File: src/rtl/mul_err_eval.sv
// Exhaustive error evaluator for a combinational approximate multiplier: sweeps
// every input vector, compares each readback with the exact product, keeps stats.
module mul_err_eval #(
  parameter int IN_W  = 4,
  parameter int OUT_W = 4,
  parameter int ET    = 5
) (
  input  logic                  clk,
  input  logic                  rst_n,
  input  logic                  start,
  output logic                  busy,
  output logic                  done,
  output logic [IN_W-1:0]       vec_out,
  input  logic [OUT_W-1:0]      approx_in,
  output logic [OUT_W-1:0]      max_err,
  output logic [IN_W-1:0]       worst_vec,
  output logic [IN_W:0]         err_count,
  output logic [OUT_W+IN_W-1:0] err_sum,
  output logic                  viol,
  output logic [1:0]            state_o
);

  // Handshake: start is a level sampled on the rising edge and only honoured in
  // IDLE; done pulses for one cycle and results stay valid until the next start.

  typedef enum logic [1:0] {
    IDLE  = 2'd0,
    SWEEP = 2'd1,
    DONE  = 2'd2
  } state_e;

  localparam int HW = IN_W / 2;
  localparam logic [OUT_W-1:0] ET_W = OUT_W'(ET);

  state_e                  state_q, state_d;
  logic [IN_W-1:0]         vec_q, vec_d;
  logic [OUT_W-1:0]        max_q, max_d;
  logic [IN_W-1:0]         worst_q, worst_d;
  logic [IN_W:0]           cnt_q, cnt_d;
  logic [OUT_W+IN_W-1:0]   sum_q, sum_d;
  logic                    viol_q, viol_d;

  logic [HW-1:0]           op_a, op_b;
  logic [IN_W-1:0]         prod;
  logic [OUT_W-1:0]        exact;
  logic signed [OUT_W:0]   diff;
  logic [OUT_W-1:0]        err;

  // One extra sign bit lets the difference go negative before taking magnitude.
  always_comb begin
    op_a  = vec_q[HW-1:0];
    op_b  = vec_q[IN_W-1:HW];
    prod  = IN_W'(op_a) * IN_W'(op_b);
    exact = OUT_W'(prod);
    diff  = $signed({1'b0, exact}) - $signed({1'b0, approx_in});
    err   = diff[OUT_W] ? OUT_W'(-diff) : diff[OUT_W-1:0];
  end

  always_comb begin
    state_d = state_q;
    vec_d   = vec_q;
    max_d   = max_q;
    worst_d = worst_q;
    cnt_d   = cnt_q;
    sum_d   = sum_q;
    viol_d  = viol_q;
    case (state_q)
      IDLE: begin
        if (start) begin
          state_d = SWEEP;
          vec_d   = '0;
          max_d   = '0;
          worst_d = '0;
          cnt_d   = '0;
          sum_d   = '0;
          viol_d  = 1'b0;
        end
      end
      SWEEP: begin
        // Strict compare keeps the earliest vector on ties.
        if (err > max_q) begin
          max_d   = err;
          worst_d = vec_q;
        end
        if (err != '0) cnt_d = cnt_q + (IN_W+1)'(1);
        sum_d = sum_q + (OUT_W+IN_W)'(err);
        if (err > ET_W) viol_d = 1'b1;
        if (&vec_q) state_d = DONE;
        else        vec_d   = vec_q + IN_W'(1);
      end
      DONE:    state_d = IDLE;
      default: state_d = IDLE;
    endcase
  end

  always_ff @(posedge clk or negedge rst_n) begin
    if (!rst_n) begin
      state_q <= IDLE;
      vec_q   <= '0;
      max_q   <= '0;
      worst_q <= '0;
      cnt_q   <= '0;
      sum_q   <= '0;
      viol_q  <= 1'b0;
    end else begin
      state_q <= state_d;
      vec_q   <= vec_d;
      max_q   <= max_d;
      worst_q <= worst_d;
      cnt_q   <= cnt_d;
      sum_q   <= sum_d;
      viol_q  <= viol_d;
    end
  end

  assign busy      = (state_q == SWEEP) || (state_q == DONE);
  assign done      = (state_q == DONE);
  assign vec_out   = vec_q;
  assign max_err   = max_q;
  assign worst_vec = worst_q;
  assign err_count = cnt_q;
  assign err_sum   = sum_q;
  assign viol      = viol_q;
  assign state_o   = state_q;

endmodule

File: config.mk
export PLATFORM = sky130hd
export DESIGN_NAME = mul_err_eval
export DESIGN_NICKNAME = d
export VERILOG_FILES = /design/src/rtl/mul_err_eval.sv
export SDC_FILE = /design/constraint.sdc
export NUM_CORES = 1
export LEC_CHECK = 0
export BUFFER_PORTS_ARGS = -buffer_cell sky130_fd_sc_hd__buf_2
export CAP_MARGIN = 20
export CORE_ASPECT_RATIO = 0.9
export CORE_MARGIN = 2
export CORE_UTILIZATION = 56
export DETAILED_ROUTE_END_ITERATION = 6
export MAX_ROUTING_LAYER = met4
export PLACE_DENSITY = 0.8
export REMOVE_ABC_BUFFERS = 1
export SYNTH_ARGS = -nofsm -noshare
export SYNTH_HDL_FRONTEND = slang
export SYNTH_SLANG_ARGS = --single-unit
File: constraint.sdc
create_clock -name clk -period 5.5 [get_ports clk]
set_input_delay 1.375 -clock clk [delete_from_list [all_inputs] [get_ports clk]]
set_output_delay 1.375 -clock clk [all_outputs]
set_load 0.1 [all_outputs]
# Word level (Yosys, flattened, before mapping)
# Index checks and enable logic that the tools add are counted.
dict set report word_totals {
  wordCells 53
  out_inout_bits 30
  ff_bits 28
  input_bits 7
}
dict set report op_classes {
  n_lt_le_gt_ge 2
  reduce_logical 11
  n_addsub 5
  mux 19
  eq_ne 8
  n_mul 1
}
# cell n
set ops {}
lappend ops {{$pmux 4 s2} 3}
lappend ops {{$mux 4} 5}
lappend ops {{$pmux 8 s2} 1}
lappend ops {{$ne 2x2->1 const B} 6}
lappend ops {{$reduce_and 3->1} 4}
lappend ops {{$mux 5} 2}
lappend ops {{$pmux 5 s2} 1}
lappend ops {{$add 8x4->8} 1}
lappend ops {{$mux 8} 1}
lappend ops {{$add 5x1->5 const B} 1}
lappend ops {{$sub 4x4->5} 1}
lappend ops {{$add 4x1->4 const B} 1}
lappend ops {{$gt 4x3->1 const B} 1}
lappend ops {{$gt 4x4->1} 1}
lappend ops {{$mul 2x2->4} 1}
lappend ops {{$mux 2} 2}
lappend ops {{$neg 4->4} 1}
lappend ops {{$pmux 2 s2} 1}
lappend ops {{$reduce_and 2->1} 2}
lappend ops {{$reduce_and 4->1} 1}
lappend ops {{$reduce_bool 4->1} 1}
lappend ops {{$eq 2x1->1 const B} 1}
lappend ops {{$eq 2x2->1 const B} 1}
lappend ops {{$logic_not 2->1} 1}
lappend ops {{other kinds (4)} 5}

# Logic depth before layout (Yosys ltp)
# Gate-level depths: netlist (run 1).
dict set report logic_depth {
  depth_word 7
  ltp_mapped 18
  depth_no_buf 17
}

# Worst setup path before layout (run 1)
# No wires, ideal clock.
dict set report synth_timing {
  kind {in2reg}
  from {input port approx_in[1]}
  to {register max_q[1], in the netlist max_err[1]}
  arrival_ps 4882
  stages 17
  t_required_ps 5369
  setup_ps 131
  path_buffers 1
  path_slack_ps 487
  cell_sequence {inv_1 -> fa_1 -> ha_1 -> inv_1 -> fa_1 -> buf_2 -> nand3b_1 -> and3_2 -> xnor2_2 -> inv_1 -> ha_1 -> or3b_2 -> a31oi_1 -> a211oi_2 -> o41ai_4 -> o221a_4 -> o22ai_1}
}
dict set report synth_between {
  elab_chain_cells 6
  elab_cells_between_ends 8
  cone_classes {add/sub: 2; order compare: 1; eq/ne: 1; mux: 3; reduce/logical: 1}
}
# element line_no
set synth_rtl {}
lappend synth_rtl {{start: declaration} 14} ;# input logic [OUT_W-1:0] approx_in,
lappend synth_rtl {{$sub 4x4->5 *} 55} ;# diff = $signed({1'b0, exact}) - $signed({1'b0, approx_in});
lappend synth_rtl {{$neg 4->4} 56} ;# err = diff[OUT_W] ? OUT_W'(-diff) : diff[OUT_W-1:0];
lappend synth_rtl {{$mux 4 *} 56}
lappend synth_rtl {{$gt 4x4->1} 81} ;# if (err > max_q) begin
lappend synth_rtl {{$ne 2x2->1 (no line)} n/a}
lappend synth_rtl {{$reduce_and 3->1 (no line)} n/a}
lappend synth_rtl {{end signal: assignment} 108} ;# max_q <= max_d;
lappend synth_rtl {{end: declaration} 37} ;# logic [OUT_W-1:0] max_q, max_d;
# Every way passes the cells marked *; elsewhere a longest branch is shown, timed or not. The select of a mux whose other input is x is not followed.
# A chain may end at the register's enable or synchronous reset.

# Final worst setup path (run 1)
dict set report layout_timing {
  from {input port approx_in[1]}
  to {register worst_q[3], in the netlist worst_vec[3]}
}
dict set report layout_between {
  elab_chain_cells 6
}
# element line_no
set layout_rtl {}
lappend layout_rtl {{$sub 4x4->5 *} 55}
lappend layout_rtl {{$neg 4->4} 56}
lappend layout_rtl {{$mux 4 *} 56}
lappend layout_rtl {{$gt 4x4->1 *} 81}
lappend layout_rtl {{$ne 2x2->1 (no line) *} n/a}
lappend layout_rtl {{$reduce_and 3->1 (no line) *} n/a}
lappend layout_rtl {{end signal: assignment} 109} ;# worst_q <= worst_d;
lappend layout_rtl {{end: declaration} 38} ;# logic [IN_W-1:0] worst_q, worst_d;
# Every way passes the cells marked *; elsewhere a longest branch is shown, timed or not.

==> run_results.csv, run 1 <==
group,metric,value,unit
outcome,outcome,"finished, final reports clean",
clock_network,htree_levels,1,
critical_path,worstPathRequired,5.69,ns
sta,final.period_utilization,0.897,
sta,timing.clock.skew,0.00700,ns
route,avgRoutedWirePerCell,14.9,µm
finish,area_delta_synth_final,13.2,%
synth,syn_area,2060,µm²
die,die_footprint,4180,µm²
sta,worst_slew_margin_rel,0.328,
clock_network,clock_sinks,28,
min_path,hold_start,"viol",
critical_path,crit_path_end_kind,"register",
placed_design,hpwlAfterDp,3450,µm
route,totalWireLength,4520,µm
clock_network,cts.path.max_buffers,2,
critical_path,r2r_path_end,"worst_vec[3]",
synth,synth-seq-cells,28,
min_path,min_path_type,"register to register",
route,final_antenna_net_count,0,
sta,timing.final.setup_violations,0,
global_routing,grt.overflow.total,0,
clock_network,cts_tree,"built",
global_routing,global_route.usage.total,0.257,
critical_path,crit_path_start_kind,"input port",
die,die_height,61.5,µm
global_routing,grt_first_pass_wirelength,7770,µm
clock_network,cts_repair_resize_count,0,
sta,tns,0,ns
route,via_count,1799,
critical_path,worst_r2r_path_depth,16,
critical_path,worstPathMaxFanout,6,
sta,worst_slew_pin_slew,1.00,ns
global_routing,grt_start_max_net_pins,29,
clock_network,cts-buffers-inserted,3,
synth,ys_async_sr_fraction,1.00,
critical_path,critical_r2r_launch,"vec_out[1]",
sta,min_period,4.93,ns
synth,postSynthCellCount,223,
placed_design,gp_routability_congestion,0.801,
sta,unrepaired_setup_endpoints_after_global_routing,"no",
finish,filler_cell_count_in_the_final_layout,287,
die,core-area,3450,µm²
route,drt_iter0_markers,104,
route,drcViolationCount,0,
die,starting_density_of_the_core,0.596,
min_path,worst_hold_path.endpoint,"viol",
synth,edff_count_synth,0,
finish,leading_cell_types_in_the_layout_fill_and_taps_excluded,"buf_2, dfrtp_1, inv_1, ha_1",
clock_network,cts.hold.buffers_added,0,
sta,max_freq,0.203,GHz
synth,yosys.cell_types.count,51,
die,design.portCount,37,
sta,finalHoldViolations,0,
finish,mostFrequentLayoutCell,"buf_2",
finish,post_route_cells_drive_above_1_share,0.232,
clock_network,clkLatencyLatePin,0.28,ns
route,drt_pre_antenna_iters,4,
sta,final-max-slew-violation-count,0,
die,rows,20,
route,avgViaCountPerCell,5.94,
synth,syn_avg_cell_area,9.23,µm²
critical_path,regToRegSetupSlack,1.13,ns
die,die_w,67.9,µm
clock_network,clk_root_buffer_cell,"clkbuf_8",
min_path,hold_path_depth,2,
finish,number_of_diodes,0,
synth,seq_area_frac_synth,0.340,
critical_path,criticalPathCategory,"input port to register",
job,drv.max_cap_violation_count,0,
synth,synth-warning-count,0,
global_routing,antenna_violations_before_repair,0,
clock_network,post_cts.repair.setup_buffers,0,
synth,ys.flop_type,"dfrtp_1",
finish,nets,288,
critical_path,worst-endpoint-arrival,5.13,ns
clock_network,worst_setup_hold_path_clk_slew,0.10,ns
global_routing,grt_pass1_vias,1691,
placed_design,numPortBuffers,36,
## cell type report
type	instances	area, µm²	share of cell area
multi-input cells	163	1240	0.531
flip-flops and latches	28	701	0.301
repair buffers	38	195	0.0838
inverters	27	101	0.0435
well taps	44	55.1	0.0236
clock buffers	3	41.3	0.0177
## worst max-delay path: stages
cell and delay, ns:
buf_2 0.07, inv_1 0.04, fa_1 0.53, ha_1 0.20, inv_1 0.07, fa_1 0.49, nand3b_1 0.07, and3_2 0.23
xnor2_2 0.24, inv_1 0.15, ha_1 0.37, or3b_2 0.45, a31oi_1 0.20, a211oi_2 0.10, o41ai_4 0.08, o211ai_2 0.23
o22ai_1 0.23
## through the flow
step | util | hold slack [ns] | area, µm² | std cells | setup slack (ns)
final | 0.675 | 0.524 | 2330 | 303 | 0.565
after global routing | 0.675 | 0.559 | 2330 | 303 | 0.334
after CTS | 0.675 | 0.517 | 2330 | 303 | 0.595
after detailed placement | 0.663 | 0.493 | 2290 | 300 | 0.286
after global placement | 0.663 | 0.489 | 2290 | 300 | 0.399
after floorplan | - | 0.962 | 2040 | 218 | 0.467
## synthesized netlist by cell type (2+ instances only)
cell | count | area share
xor2_1 | 4 | 0.017
o21ai_0 | 13 | 0.032
a21o_1 | 2 | 0.0073
dfrtp_1 | 28 | 0.34
mux2i_1 | 3 | 0.015
nand2_1 | 17 | 0.031
o22ai_1 | 9 | 0.027
and2_1 | 3 | 0.0091
fa_1 | 2 | 0.019
clkbuf_1 | 4 | 0.0073
ha_1 | 18 | 0.11
nand2b_1 | 3 | 0.0091
a21oi_1 | 17 | 0.041
and3_4 | 2 | 0.011
nor3_1 | 4 | 0.0097
o2bb2ai_1 | 2 | 0.0085
or2_2 | 3 | 0.0091
a21oi_4 | 2 | 0.016
inv_1 | 27 | 0.049
nor2_1 | 14 | 0.026
and3_1 | 3 | 0.0091
a22o_1 | 3 | 0.013
a31oi_1 | 4 | 0.012
a211oi_1 | 2 | 0.0073
xnor2_1 | 4 | 0.017
nand4_1 | 3 | 0.0091
o211ai_1 | 2 | 0.0073
o31ai_1 | 2 | 0.0073
## worst max-delay path by stage
| stage | start | to | slack, ns | depth (start not counted) |
|---|---|---|---|---|
| 4_1_cts | approx_in[1] | max_err[2] | 0.59 | 17 |
| 3_3_place_gp | approx_in[1] | max_err[2] | 0.40 | 17 |
| 5_1_grt | approx_in[1] | max_err[0] | 0.33 | 17 |
| 6_report | approx_in[1] | worst_vec[3] | 0.57 | 17 |
| 3_5_place_dp | approx_in[1] | worst_vec[0] | 0.29 | 17 |
| 2_1_floorplan | approx_in[1] | max_err[1] | 0.47 | 16 |
## metal layers
metal | GRT usage | share of wire | vias up
met4 | 0.0686 | 0.013 | 0
met2 | 0.416 | 0.47 | 64
met1 | 0.338 | 0.46 | 853
met5 | - | 0 | -
li1 | - | - | 873
met3 | 0.0420 | 0.060 | 9
## state kept, by name, indices dropped and copies added, names as in the netlist
signal / count
viol: 1
vec_out: 4
max_err: 4
err_sum: 8
state_o: 2
worst_vec: 4
err_count: 5
## cells by family (layout without fill, tap and decap cells)
group | Yosys count | count (layout) | synth area share
and+or+nand+nor | 62 | 62 | 0.161
DFF | 28 | 28 | 0.340
adders and majority gates | 20 | 20 | 0.129
muxes | 3 | 3 | 0.0146
xor gates and xnor gates | 9 | 9 | 0.0419
AOI/OAI and AO/OA | 69 | 69 | 0.254
buffers and inverters | 32 | 68 | 0.0590
Power of run 1 is not shown: default switching activity piles up to over one toggle a cycle in this logic, so the estimate is an artifact.
==> run 2: changes to the inputs <==
- REMOVE_ABC_BUFFERS: 1 -> default
==> run 2 against run 1 <==
Against the previous run:
- register-to-register slack lost 0.14 ns
- die area stayed put
- highest routed layer unchanged
- flip-flop and latch count unchanged
==> run_results.csv, run 2 (synthesis gave the netlist of run 1 again) <==
group,metric,value,unit
placed_design,hpwlAfterDp,3580,µm
outcome,outcome,"finished, final reports clean",
finish,leading_cell_types_in_the_layout_fill_and_taps_excluded,"buf_2, dfrtp_1, inv_1, ha_1",
die,die_w,67.9,µm
die,core-area,3450,µm²
finish,largest_register_ff_count,8,
critical_path,criticalPathCategory,"input port to register",
placed_design,place_ws,0.243,ns
critical_path,crit_path_start_kind,"input port",
global_routing,antenna_violations_before_repair,0,
critical_path,worstPathRequired,5.68,ns
global_routing,grt_first_pass_wirelength,7780,µm
route,avgRoutedWirePerCell,15.7,µm
critical_path,worst-endpoint-arrival,5.24,ns
clock_network,clk_root_buffer_cell,"clkbuf_8",
die,design.portCount,37,
route,avgViaCountPerCell,5.84,
clock_network,cts_repair_resize_count,0,
clock_network,cts.path.max_buffers,2,
clock_network,worst_setup_hold_path_clk_slew,0.09,ns
route,final_antenna_net_count,0,
global_routing,grt_pass1_vias,1631,
route,drt_iter0_markers,110,
sta,tns,0,ns
sta,fin_ws,0.436,ns
clock_network,clkLatencyLatePin,0.28,ns
die,die_height,61.5,µm
die,starting_density_of_the_core,0.596,
clock_network,htree_levels,1,
sta,final.period_utilization,0.921,
sta,finalHoldViolations,0,
global_routing,grt_start_max_net_pins,29,
die,die_footprint,4180,µm²
critical_path,worstPathMaxFanout,6,
clock_network,cts_tree,"built",
sta,worst_slew_margin_rel,0.369,
global_routing,global_route.usage.total,0.258,
finish,area_delta_synth_final,13.2,%
finish,number_of_diodes,0,
route,totalWireLength,4760,µm
sta,timing.final.setup_violations,0,
placed_design,numPortBuffers,36,
finish,post_route_cells_drive_above_1_share,0.232,
finish,nets,288,
die,rows,20,
global_routing,grt.overflow.total,0,
synth,synth_nets,250,
clock_network,clock_sinks,28,
finish,mostFrequentLayoutCell,"buf_2",
route,drt_pre_antenna_iters,4,
sta,worst_slew_pin_slew,0.943,ns
placed_design,gp_routability_congestion,0.843,
job,drv.max_cap_violation_count,0,
route,via_count,1770,
sta,final-max-slew-violation-count,0,
min_path,min_path_type,"register to register",
route,drcViolationCount,0,
sta,unrepaired_setup_endpoints_after_global_routing,"no",
sta,min_period,5.06,ns
clock_network,cts-buffers-inserted,3,
sta,max_freq,0.197,GHz
clock_network,post_cts.repair.setup_buffers,0,
critical_path,crit_path_end_kind,"register",
clock_network,cts.hold.buffers_added,0,
sta,timing.clock.skew,0.0105,ns
[run 2: cell counts in the layout (fill, tap and decap cells not counted)]
No cell type changed its count.
[run 2: final cells by class]
type / count / area (µm²)
tap: 44 / 55.1
inverter: 27 / 101
timing repair buffer: 38 / 195
clock buffer: 3 / 41.3
fill: 288 / 1120
multi-input combinational: 163 / 1240
sequential: 28 / 701
[run 2: metrics by stage]
step / cells / instance area [µm²] / utilization / hold WS [ns]
final: 303 / 2330 / 0.675 / 0.528
after global placement: 300 / 2290 / 0.663 / 0.502
after detailed placement: 300 / 2290 / 0.663 / 0.494
after global routing: 303 / 2330 / 0.675 / 0.542
after CTS: 303 / 2330 / 0.675 / 0.531
after floorplan: 223 / 2060 / - / 0.962
[run 2: critical path, cell delays in order]
cell and delay, ns:
buf_2 0.08, inv_1 0.04, fa_1 0.53, ha_1 0.20
inv_1 0.07, fa_1 0.50, nand3b_1 0.07, and3_2 0.23
xnor2_2 0.25, inv_1 0.17, ha_1 0.38, or3b_2 0.46
a31oi_1 0.21, a211oi_2 0.09, o41ai_4 0.08, o211ai_2 0.24
o22ai_1 0.26
[run 2: per-layer routing]
layer | GRT usage | part of all wire | vias to the layer above
met3 | 0.0402 | 0.052 | 6
met4 | 0.0400 | 0.0061 | 0
met5 | - | 0 | -
li1 | - | - | 870
met2 | 0.433 | 0.48 | 68
met1 | 0.341 | 0.46 | 826
[run 2: worst paths after layout]
check	slack, ns	start	to	cells past startpoint
max in group asynchronous	3.98	rst_n	max_err[0]	1
worst min register to register	0.53	worst_vec[2]	worst_vec[2]	2
min in group asynchronous	1.10	rst_n	err_sum[0]	1
worst max register to register	0.99	vec_out[0]	max_err[2]	17
worst max-delay path	0.44	approx_in[1]	max_err[2]	17
worst min-delay path	0.53	worst_vec[2]	worst_vec[2]	2
Power of run 2 is left out for the same reason.
